File: config.mk
export PLATFORM = sky130hd
export DESIGN_NAME = mipi_rx_frame_sequencer
export DESIGN_NICKNAME = d
export VERILOG_FILES = /design/src/rtl/mipi_dsi_pkg.sv /design/src/rtl/mipi_rx_hdr_decode.sv /design/src/rtl/mipi_rx_frame_sequencer.sv
export SDC_FILE = /design/constraint.sdc
export NUM_CORES = 1
export LEC_CHECK = 0
export BUFFER_PORTS_ARGS = -buffer_cell sky130_fd_sc_hd__buf_2
export CORE_MARGIN = 3
export CORE_UTILIZATION = 30
export CTS_CLUSTER_SIZE = 14
export DETAILED_ROUTE_END_ITERATION = 10
export PLACE_DENSITY = 0.46
export SLEW_MARGIN = 25
export SYNTH_ARGS = -nofsm -noshare
export SYNTH_HDL_FRONTEND = slang
export SYNTH_HIERARCHICAL = 1
export SYNTH_SLANG_ARGS = --single-unit
export TNS_END_PERCENT = 10
File: constraint.sdc
create_clock -name clk -period 3.4 [get_ports clk]
set_input_delay 0 -clock clk [delete_from_list [all_inputs] [get_ports clk]]
set_output_delay 0 -clock clk [all_outputs]
set_load 0.02 [all_outputs]
File: src/rtl/mipi_dsi_pkg.sv
// -----------------------------------------------------------------------------
// mipi_dsi_pkg
// Shared definitions for the MIPI receive frame sequencer:
//   - packet data-type (DT) codes for sync, blanking and pixel packets
//   - frame sequencer FSM state encoding
//   - bit positions inside the sticky err vector
//   - dt_is_short(): short/long packet classification from the DT code
// -----------------------------------------------------------------------------
package mipi_dsi_pkg;

    // Sync short packets
    localparam logic [5:0] DT_VSS          = 6'h01;
    localparam logic [5:0] DT_VSE          = 6'h11;
    localparam logic [5:0] DT_HSS          = 6'h21;
    localparam logic [5:0] DT_HSE          = 6'h31;

    // Blanking / null long packets
    localparam logic [5:0] DT_NULL         = 6'h09;
    localparam logic [5:0] DT_BLANK        = 6'h19;

    // Pixel stream long packets
    localparam logic [5:0] DT_RGB888       = 6'h3E;
    localparam logic [5:0] DT_RGB666_LOOSE = 6'h2E;
    localparam logic [5:0] DT_RGB666       = 6'h1E;
    localparam logic [5:0] DT_RGB565       = 6'h0E;

    typedef enum logic [2:0] {
        ST_IDLE,
        ST_WAIT_VS,
        ST_FRAME,
        ST_PAYLOAD,
        ST_DISCARD
    } seq_state_t;

    // Sticky error flag positions
    localparam int ERR_TRUNC    = 0;
    localparam int ERR_UNEXP_DT = 1;
    localparam int ERR_LINE_CNT = 2;
    localparam int ERR_TIMEOUT  = 3;

    // Short packets use DT low nibbles 0x0..0x8; long packets use 0x9..0xF.
    function automatic logic dt_is_short(input logic [5:0] dt);
        return (dt[3:0] <= 4'h8);
    endfunction

endpackage

File: src/rtl/mipi_rx_hdr_decode.sv
// -----------------------------------------------------------------------------
// mipi_rx_hdr_decode
// Purely combinational header field extraction for one slicer word.
// Ports:
//   din      in  32  slicer word (header layout: DI, WC LSB, WC MSB, ECC)
//   dt       out  6  data type, DI[5:0]
//   wc       out 16  word count, {WC MSB, WC LSB}
//   is_short out  1  DT denotes a short packet
//   is_pixel out  1  DT is one of the pixel stream types
//   is_blank out  1  DT is blanking or null
// -----------------------------------------------------------------------------
module mipi_rx_hdr_decode
    import mipi_dsi_pkg::*;
(
    input  logic [31:0] din,
    output logic [5:0]  dt,
    output logic [15:0] wc,
    output logic        is_short,
    output logic        is_pixel,
    output logic        is_blank
);

    // Virtual channel and ECC are not used by the sequencer.
    logic unused_hdr_bits;
    assign unused_hdr_bits = ^{din[31:30], din[7:0]};

    assign dt       = din[29:24];
    assign wc       = {din[15:8], din[23:16]};
    assign is_short = dt_is_short(din[29:24]);
    assign is_pixel = (din[29:24] == DT_RGB888)       ||
                      (din[29:24] == DT_RGB666_LOOSE) ||
                      (din[29:24] == DT_RGB666)       ||
                      (din[29:24] == DT_RGB565);
    assign is_blank = (din[29:24] == DT_NULL) || (din[29:24] == DT_BLANK);

endmodule

File: src/rtl/mipi_rx_frame_sequencer.sv
// -----------------------------------------------------------------------------
// mipi_rx_frame_sequencer
// Consumes the 4-lane slicer word stream, tracks frame/line structure, strips
// CRC/padding from pixel packets and emits a byte-qualified payload stream
// plus vsync/hsync/frame_done strobes. Every output is registered once.
//
// Optional feature: define MIPI_RX_TIMEOUT_EN to add an idle-cycle watchdog
// that forces a resync (err[3]) after TIMEOUT cycles without validin while a
// frame is in progress. Without it err[3] stays 0.
//
// Ports:
//   clk        in   1  core clock
//   rst        in   1  synchronous active-high reset
//   din        in  32  slicer word, first wire byte in [31:24]
//   validin    in   1  din valid
//   pktheader  in   1  din is a packet header (qualified by validin)
//   enable     in   1  0 forces IDLE and drops input
//   err_clr    in   1  clears err (a simultaneous set wins)
//   dout       out 32  payload word
//   dout_valid out  1  dout carries payload
//   dout_bytes out  3  valid bytes in dout, MSB-first
//   line_start out  1  first payload word of a pixel packet
//   vsync      out  1  VSync Start pulse
//   hsync      out  1  HSync Start pulse
//   frame_done out  1  VSync End with the expected line count
//   err        out  4  sticky: truncated, unexpected DT, line count, timeout
//   line_cnt   out 12  pixel packets seen in the current frame
// -----------------------------------------------------------------------------
module mipi_rx_frame_sequencer
    import mipi_dsi_pkg::*;
#(
    parameter int          LANES    = 4,
    parameter logic [11:0] V_ACTIVE = 12'd1200,
    parameter logic [15:0] TIMEOUT  = 16'd65535
) (
    input  logic        clk,
    input  logic        rst,
    input  logic [31:0] din,
    input  logic        validin,
    input  logic        pktheader,
    input  logic        enable,
    input  logic        err_clr,
    output logic [31:0] dout,
    output logic        dout_valid,
    output logic [2:0]  dout_bytes,
    output logic        line_start,
    output logic        vsync,
    output logic        hsync,
    output logic        frame_done,
    output logic [3:0]  err,
    output logic [11:0] line_cnt
);

    localparam logic [15:0] WORD_BYTES   = 16'(LANES);
    localparam logic [2:0]  WORD_BYTES_3 = 3'(LANES);

    seq_state_t  state_q, state_n;
    logic [15:0] rem_q, rem_n;
    logic        first_q, first_n;
    logic [11:0] line_cnt_n;
    logic [3:0]  err_set;
    logic        take_hdr;
    logic        timeout_hit;
    logic [2:0]  beat_bytes;

    logic [31:0] dout_n;
    logic        dout_valid_n, line_start_n, vsync_n, hsync_n, frame_done_n;
    logic [2:0]  dout_bytes_n;

    logic [5:0]  hdr_dt;
    logic [15:0] hdr_wc;
    logic        hdr_short, hdr_pixel, hdr_blank;

    mipi_rx_hdr_decode u_hdr_decode (
        .din      (din),
        .dt       (hdr_dt),
        .wc       (hdr_wc),
        .is_short (hdr_short),
        .is_pixel (hdr_pixel),
        .is_blank (hdr_blank)
    );

    // Blanking/null and every other non-pixel long DT are skipped alike, so the
    // blanking flag itself does not steer anything here.
    logic unused_blank;
    assign unused_blank = hdr_blank;

`ifdef MIPI_RX_TIMEOUT_EN
    logic [15:0] idle_cnt_q, idle_cnt_n;

    always_comb begin
        idle_cnt_n = idle_cnt_q;
        if (validin)
            idle_cnt_n = '0;
        else if (idle_cnt_q != 16'hFFFF)
            idle_cnt_n = idle_cnt_q + 16'd1;
    end

    always_ff @(posedge clk) begin
        if (rst)
            idle_cnt_q <= '0;
        else
            idle_cnt_q <= idle_cnt_n;
    end

    // Only a frame in progress can time out; IDLE/WAIT_VS are already resynced.
    assign timeout_hit = !validin && (idle_cnt_n == TIMEOUT) &&
                         ((state_q == ST_FRAME) || (state_q == ST_PAYLOAD) ||
                          (state_q == ST_DISCARD));
`else
    logic [15:0] unused_timeout;
    assign unused_timeout = TIMEOUT;
    assign timeout_hit    = 1'b0;
`endif

    // NOTE: every signal written here gets a default first, so no path through
    // the block can leave one unassigned and infer a latch.
    always_comb begin
        state_n      = state_q;
        rem_n        = rem_q;
        first_n      = first_q;
        line_cnt_n   = line_cnt;
        err_set      = '0;
        take_hdr     = 1'b0;
        beat_bytes   = '0;
        dout_n       = '0;
        dout_valid_n = 1'b0;
        dout_bytes_n = '0;
        line_start_n = 1'b0;
        vsync_n      = 1'b0;
        hsync_n      = 1'b0;
        frame_done_n = 1'b0;

        if (!enable) begin
            state_n    = ST_IDLE;
            line_cnt_n = '0;
            first_n    = 1'b0;
        end else if (timeout_hit) begin
            err_set[ERR_TIMEOUT] = 1'b1;
            state_n              = ST_WAIT_VS;
        end else begin
            case (state_q)
                ST_IDLE: state_n = ST_WAIT_VS;

                ST_WAIT_VS: begin
                    if (validin && pktheader && hdr_dt == DT_VSS) begin
                        vsync_n    = 1'b1;
                        line_cnt_n = '0;
                        state_n    = ST_FRAME;
                    end
                end

                // Non-header words (CRC, padding) are dropped silently here.
                ST_FRAME: take_hdr = validin && pktheader;

                ST_PAYLOAD: begin
                    if (validin && pktheader) begin
                        err_set[ERR_TRUNC] = 1'b1;
                        take_hdr           = 1'b1;
                    end else if (validin) begin
                        beat_bytes   = (rem_q >= WORD_BYTES) ? WORD_BYTES_3 : rem_q[2:0];
                        dout_n       = din;
                        dout_valid_n = 1'b1;
                        dout_bytes_n = beat_bytes;
                        line_start_n = first_q;
                        first_n      = 1'b0;
                        rem_n        = rem_q - 16'(beat_bytes);
                        if (rem_n == '0)
                            state_n = ST_FRAME;
                    end
                end

                ST_DISCARD: begin
                    if (validin && pktheader) begin
                        err_set[ERR_TRUNC] = 1'b1;
                        take_hdr           = 1'b1;
                    end else if (validin) begin
                        if (rem_q <= WORD_BYTES) begin
                            rem_n   = '0;
                            state_n = ST_FRAME;
                        end else begin
                            rem_n = rem_q - WORD_BYTES;
                        end
                    end
                end

                default: state_n = ST_IDLE;
            endcase

            // Header handling shared by FRAME and by an abandoned packet.
            if (take_hdr) begin
                state_n = ST_FRAME;
                if (hdr_short) begin
                    case (hdr_dt)
                        DT_VSE: begin
                            if (line_cnt == V_ACTIVE)
                                frame_done_n = 1'b1;
                            else
                                err_set[ERR_LINE_CNT] = 1'b1;
                            state_n = ST_WAIT_VS;
                        end
                        DT_VSS: begin
                            if (line_cnt != '0)
                                err_set[ERR_LINE_CNT] = 1'b1;
                            vsync_n    = 1'b1;
                            line_cnt_n = '0;
                        end
                        DT_HSS:  hsync_n = 1'b1;
                        DT_HSE:  begin end
                        default: err_set[ERR_UNEXP_DT] = 1'b1;
                    endcase
                end else begin
                    rem_n = hdr_wc;
                    if (hdr_wc != '0) begin
                        if (hdr_pixel) begin
                            line_cnt_n = (line_cnt == 12'hFFF) ? line_cnt : line_cnt + 12'd1;
                            first_n    = 1'b1;
                            state_n    = ST_PAYLOAD;
                        end else begin
                            state_n = ST_DISCARD;
                        end
                    end
                end
            end
        end
    end

    // NOTE: sequential state uses non-blocking assignments so every register
    // samples the pre-edge values, independent of statement order.
    always_ff @(posedge clk) begin
        if (rst) begin
            state_q    <= ST_IDLE;
            rem_q      <= '0;
            first_q    <= 1'b0;
            line_cnt   <= '0;
            err        <= '0;
            dout       <= '0;
            dout_valid <= 1'b0;
            dout_bytes <= '0;
            line_start <= 1'b0;
            vsync      <= 1'b0;
            hsync      <= 1'b0;
            frame_done <= 1'b0;
        end else begin
            state_q    <= state_n;
            rem_q      <= rem_n;
            first_q    <= first_n;
            line_cnt   <= line_cnt_n;
            // A flag raised in the same cycle as err_clr survives the clear.
            err        <= (err & ~{4{err_clr}}) | err_set;
            dout       <= dout_n;
            dout_valid <= dout_valid_n;
            dout_bytes <= dout_bytes_n;
            line_start <= line_start_n;
            vsync      <= vsync_n;
            hsync      <= hsync_n;
            frame_done <= frame_done_n;
        end
    end

endmodule

### Word level (Yosys, flattened, before mapping)

Index checks and enable logic that the tools add are counted.

| storage, ports and cells | value |
|---|---|
| bits in registers | 76 |
| word-level logic and storage cells | 123 |
| output and inout bits | 56 |

| cells by class | value |
|---|---|
| bitwise operators | 9 |
| reduce and logical (&&, ||, !) cells | 17 |
| equal/unequal tests | 23 |
| $add $sub $neg | 3 |
| $lt $le $gt $ge | 3 |
| muxes and demuxes | 56 |

Operators with widths:

| cell | number |
|---|---|
| $mux W16 | 7 |
| $mux W12 | 8 |
| $mux W3 | 13 |
| $pmux W16 S2 | 1 |
| $eq A6 B6 Y1 const B | 4 |
| $mux W1 | 21 |
| $ne A3 B3 Y1 const B | 7 |
| $ge A16 B3 Y1 const B | 1 |
| $le A16 B3 Y1 const B | 1 |
| $logic_not A16 Y1 | 1 |
| $reduce_bool A16 Y1 | 1 |
| $sub A16 B3 Y16 | 1 |
| $sub A16 B3 Y16 const B | 1 |
| $pmux W3 S5 | 1 |
| $add A12 B1 Y12 const B | 1 |
| $eq A12 B11 Y1 const B | 1 |
| $eq A12 B12 Y1 const B | 1 |
| $eq A6 B5 Y1 const B | 2 |
| $reduce_bool A12 Y1 | 1 |
| $reduce_or A4 Y1 | 3 |
| $reduce_or A5 Y1 | 2 |
| $reduce_and A8 Y1 | 1 |
| $eq A3 B2 Y1 const B | 2 |
| $eq A6 B1 Y1 const B | 1 |
| other kinds (16) | 28 |

### Logic depth before layout (Yosys ltp)

| depth | value |
|---|---|
| word-level depth | 9 |
| mapped depth | 14 |
| depth with buffers taken out | 12 |

### Cells and area by module

The synthesis kept the hierarchy.

Modules (own cells, without submodules):

| module | cells each | instances | seq. area each (sq um) | area an instance (sq um) |
|---|---|---|---|---|
| mipi_rx_frame_sequencer | 522 | 1 | 1521.5 | 4204.0 |
| mipi_rx_hdr_decode | 26 | 1 | 0.0 | 200.2 |

### Worst setup path before layout

Ideal clock, no wire load.

| path | value |
|---|---|
| path type | reg2reg |
| start | reg rem_q[10] |
| end | reg state_q[0] |
| period minus slack after synthesis | 2719 ps |
| path slack | 681 ps |
| cell stages (with the launch flop) | 13 |
| buffers on the path | 2 |
| data arrival time | 2586 ps |
| data required time | 3268 ps |
| cell sequence | dfxtp_1 buf_2 nor3_1 nand4_1 buf_2 o21ai_0 ha_1 nor4_1 o2111a_1 nand4_1 a2111oi_2 a311o_1 a21oi_1 |

| on the way | value |
|---|---|
| word-level cells in the longest chain between the ends | 6 |
| elaborated cells between the ends (all ways) | 8 |
| classes of those cells | add/sub (1); order compare (2); eq/ne (2); mux (1); reduce/logical (2) |

Ends and longest elaborated chain:

| item | line | RTL |
|---|---|---|
| start, declared | mipi_rx_frame_sequencer.sv:58 | `logic [15:0] rem_q, rem_n;` |
| start signal, assigned | mipi_rx_frame_sequencer.sv:246 | `rem_q <= rem_n;` |
| $ge A16 B3 Y1 | mipi_rx_frame_sequencer.sv:161 | `beat_bytes = (rem_q >= WORD_BYTES) ? WORD_BYTES_3 : rem_q[2:0];` |
| $mux W3 | mipi_rx_frame_sequencer.sv:161 |  |
| $sub A16 B3 Y16 | mipi_rx_frame_sequencer.sv:167 | `rem_n = rem_q - 16'(beat_bytes);` |
| $logic_not A16 Y1 | mipi_rx_frame_sequencer.sv:168 | `if (rem_n == '0)` |
| $ne A3 B3 Y1 (no line) | n/a |  |
| $reduce_and A8 Y1 (no line) (*) | n/a |  |
| end signal, assigned | mipi_rx_frame_sequencer.sv:245 | `state_q <= state_n;` |
| end, declared | mipi_rx_frame_sequencer.sv:57 | `seq_state_t state_q, state_n;` |

Mark *: on every way between the ends. The rest lies on a longest branch, timed or not.
A chain may end at the register's enable or synchronous reset.

### Worst setup path in the final report

| path | value |
|---|---|
| start | reg rem_q[12] |
| end | reg state_q[0] |

Same word-level chain as after synthesis.

==> impl_results.rst <==
.. list-table::
   :header-rows: 1

   * - Metric
     - Value
   * - Horizontal die dimension
     - 127 um
   * - Peak supply drop
     - between 200 and 250 uV
   * - Detailed Route Iter0 Violations
     - 471
   * - Clock Root Buffer
     - sky130_fd_sc_hd__clkbuf_16
   * - Total die area
     - about 16000 um2
   * - Final critical-path share of the clock period
     - 85.2%
   * - Min-delay worst type
     - primary input to flop
   * - Detailed-placement wirelength estimate
     - 11100 um
   * - Number of antenna violations at the first check in global routing
     - 0
   * - First-pass GRT wire length
     - around 25000 um
   * - Detailed-route vias per instance
     - around 5.5
   * - Via count of the first global-routing pass
     - between 4000 and 5000
   * - CTS buffer count
     - 9
   * - Category of cells accounting for the largest share of critical-path delay
     - compound AO/OA/AOI/OAI gates
   * - Standard-cell rows
     - 43
   * - Detail-routed net length per standard cell
     - approximately 19 um
   * - Instance count of the mapped netlist
     - 546
   * - Startpoint Class
     - flop
   * - Largest clock skew in the final design
     - around 0.011 ns
   * - Critical path buffers and inverters
     - 0
   * - Total of warnings raised by yosys
     - 6
   * - Diodes inserted
     - 0
   * - Setup TNS
     - 0 ns
   * - Final Hold Violating Endpoints
     - 0
   * - Count of final setup violators
     - 0
   * - Vias
     - about 4600
   * - Met3 WL
     - between 800 and 900 um
   * - Status
     - finished, final reports clean
   * - Overall track demand over capacity in global routing
     - 19.4%
   * - Worst-path cell chain
     - nor4_2 > nand4_1 > o21ai_1 > ha_1 > nor4_1 > o2111a_1 > nand4_1 > a2111oi_2 > a311o_1 > a21oi_1
   * - Number of nets still failing antenna checks after routing
     - 0
   * - Bufs on Longest Clock Path
     - 2
   * - Path length in cells of the critical path
     - 10
   * - Sort of element at the end of the critical path
     - flop
   * - Achievable Freq
     - about 0.35 GHz
   * - Slew at the pin closest to its max-slew limit
     - 0.822 ns
   * - Routed Wire Length
     - 15700 um
   * - Total power draw
     - ~2.2 mW
   * - Synthesized area per cell
     - 8.04 um2
   * - Cell total after placement
     - just under 800
   * - Unrepaired setup endpoints after global routing
     - false
   * - Fraction of final layout cells sized beyond drive strength 1
     - 22.1%
   * - Number of nets in the layout
     - 683
   * - Setup repair bufs after CTS
     - 0
   * - Non-Filler Cell Area, Final
     - between 5000 and 6000 um2
   * - CTS tree
     - built
   * - Number of max-cap violations
     - 0
   * - Cell area after placement
     - 4890 um2
   * - Met1 wire length
     - between 6000 and 7000 um
   * - Final worst hold slack
     - ~0.13 ns
   * - DR DRC count
     - 0
   * - P per Cell Area
     - roughly 400 nW/um2
   * - Sinks on the clock net
     - 76
   * - Die height
     - around 130 um
   * - Lkg Pwr
     - around 2.4 nW
   * - Clk slew on worst S/H paths
     - 0.06 ns
   * - Initial core utilization
     - 31.1%
   * - Worst-case reg-to-reg path depth
     - 10
   * - Clk_lat worst skew
     - ~0.34 ns
   * - Placeable core region
     - 14100 um2
   * - Worst hold path stage count
     - 2
   * - Cell with the largest stage delay on the worst path
     - sky130_fd_sc_hd__nor4_2
   * - Number of max-slew violations in the final report
     - 0
   * - Crit path time final
     - slightly below 3 ns
   * - Ports placed on the boundary
     - 94
   * - Req. time, crit path
     - approximately 3.6 ns
   * - Gp weighted congestion
     - 0.941
   * - Number of H-tree levels
     - 3
   * - WL met2
     - about 7600 um
   * - Crit-path max FO
     - 8
   * - Top cell by count, worst path
     - sky130_fd_sc_hd__nand4_1
   * - Headroom to the max-slew limit
     - between 40% and 50%
   * - Post-Layout Cell Count
     - between 800 and 900
   * - Uppermost routed layer
     - met4
   * - Syn nets
     - between 500 and 600
   * - Remaining global-route overflow
     - 0
   * - Layout-stage area growth over the synthesis result
     - 26.4%
   * - Port Buffers
     - 93
   * - Largest net degree at the start of global routing
     - between 40 and 50
   * - Netlist area before placement
     - approximately 4400 um2
   * - WS Path Type
     - flop to flop
   * - CP peak stage delay
     - 0.49 ns
   * - Arrival @ worst endpoint
     - ~3.1 ns
   * - Detailed-router iteration count before antenna repair
     - 5
-- worst reg2reg max path: stages (launching register included) --
cell and delay [ns]:
sky130_fd_sc_hd__dfxtp_1 0.37, sky130_fd_sc_hd__nor4_2 0.49, sky130_fd_sc_hd__nand4_1 0.21, sky130_fd_sc_hd__o21ai_1 0.23, sky130_fd_sc_hd__ha_1 0.28, sky130_fd_sc_hd__nor4_1 0.17, sky130_fd_sc_hd__o2111a_1 0.21, sky130_fd_sc_hd__nand4_1 0.10
sky130_fd_sc_hd__a2111oi_2 0.38, sky130_fd_sc_hd__a311o_1 0.24, sky130_fd_sc_hd__a21oi_1 0.06
-- through the flow --
step / utilization, % / setup slack (ns)
finish: 39.3 / 0.502
global route: 39.3 / 0.119
CTS: 39.3 / 0.467
detailed placement: 34.7 / 0.470
global placement: 34.7 / 0.569
floorplan: - / 0.681
-- area by class of cell --
cell class / instances / area, um2
flip-flops and latches: 76 / 1520
fillers: 1488 / 8550
inverters: 14 / 52.6
well taps: 180 / 225
multi-input cells: 395 / 2500
clock inverters: 5 / 103
repair buffers: 143 / 923
clock buffers: 9 / 225
-- report_power, final --
group,leakage (nW),internal [mW],switching [mW]
clock,0.157,0.707,0.369
sequential,0.613,0.894,0.00769
combinational,1.62,0.106,0.152
total,2.39,1.71,0.529
-- routing by layer --
metal,vias to the layer above,global-route usage [%]
li1,2202,-
met1,2151,24.5
met2,181,33.0
met3,26,4.00
met4,0,6.62
met5,-,0
-- registers in the layout, summed over array words and instances (netlist names) --
register,flops
dout,32
dout_bytes,3
dout_valid,1
err,4
first_q,1
frame_done,1
hsync,1
line_cnt,12
line_start,1
rem_q,16
state_q,3
vsync,1
-- cells in the final DEF (no fill, tap or decap), types with 3 or more instances in the layout --
cell type                        n
sky130_fd_sc_hd__clkbuf_16       9
sky130_fd_sc_hd__a2111oi_0       3
sky130_fd_sc_hd__a22o_1          3
sky130_fd_sc_hd__o32ai_1         4
sky130_fd_sc_hd__ha_1            6
sky130_fd_sc_hd__nor3_1         22
sky130_fd_sc_hd__nand4_1         7
sky130_fd_sc_hd__nor4_1          9
sky130_fd_sc_hd__nand2_1        28
sky130_fd_sc_hd__buf_4          17
sky130_fd_sc_hd__nor2_1         40
sky130_fd_sc_hd__bufinv_16       3
sky130_fd_sc_hd__nor4_2          4
sky130_fd_sc_hd__a31oi_1        10
sky130_fd_sc_hd__o31ai_1         8
sky130_fd_sc_hd__buf_2          93
sky130_fd_sc_hd__nand3_1        15
sky130_fd_sc_hd__xnor2_1         3
sky130_fd_sc_hd__and3_1         37
sky130_fd_sc_hd__nor2b_1         5
sky130_fd_sc_hd__nand2b_1        8
sky130_fd_sc_hd__dfxtp_1        76
sky130_fd_sc_hd__a21oi_1        44
sky130_fd_sc_hd__o21ai_0        21
sky130_fd_sc_hd__o211ai_1        5
sky130_fd_sc_hd__or4_1           4
sky130_fd_sc_hd__mux2i_1         6
sky130_fd_sc_hd__nand3b_1        3
sky130_fd_sc_hd__and2_1          6
sky130_fd_sc_hd__inv_1          13
sky130_fd_sc_hd__a211oi_1        7
sky130_fd_sc_hd__o21ai_1        22
sky130_fd_sc_hd__or3_1           5
sky130_fd_sc_hd__dlygate4sd3_1  33
-- worst paths after layout --
kind	endpoint	slack, ns	start
setup / recovery	state_q[0]$_SDFFE_PP0P_	0.50	rem_q[12]$_SDFFE_PP0P_
hold / removal	rem_q[1]$_SDFFE_PP0P_	0.13	rst
setup reg to reg	state_q[0]$_SDFFE_PP0P_	0.50	rem_q[12]$_SDFFE_PP0P_
hold reg to reg	err[1]$_SDFF_PP0_	0.45	err[1]$_SDFF_PP0_
-- what timing repair did --
item / CTS / global route
endpoints found under the setup margin: 0 / 1
hold endpoints to repair: 37 / 0
hold buffers: 33 / 0
gates resized for setup: 0 / 1
No activity file was read; power rests on OpenSTA's default activity.
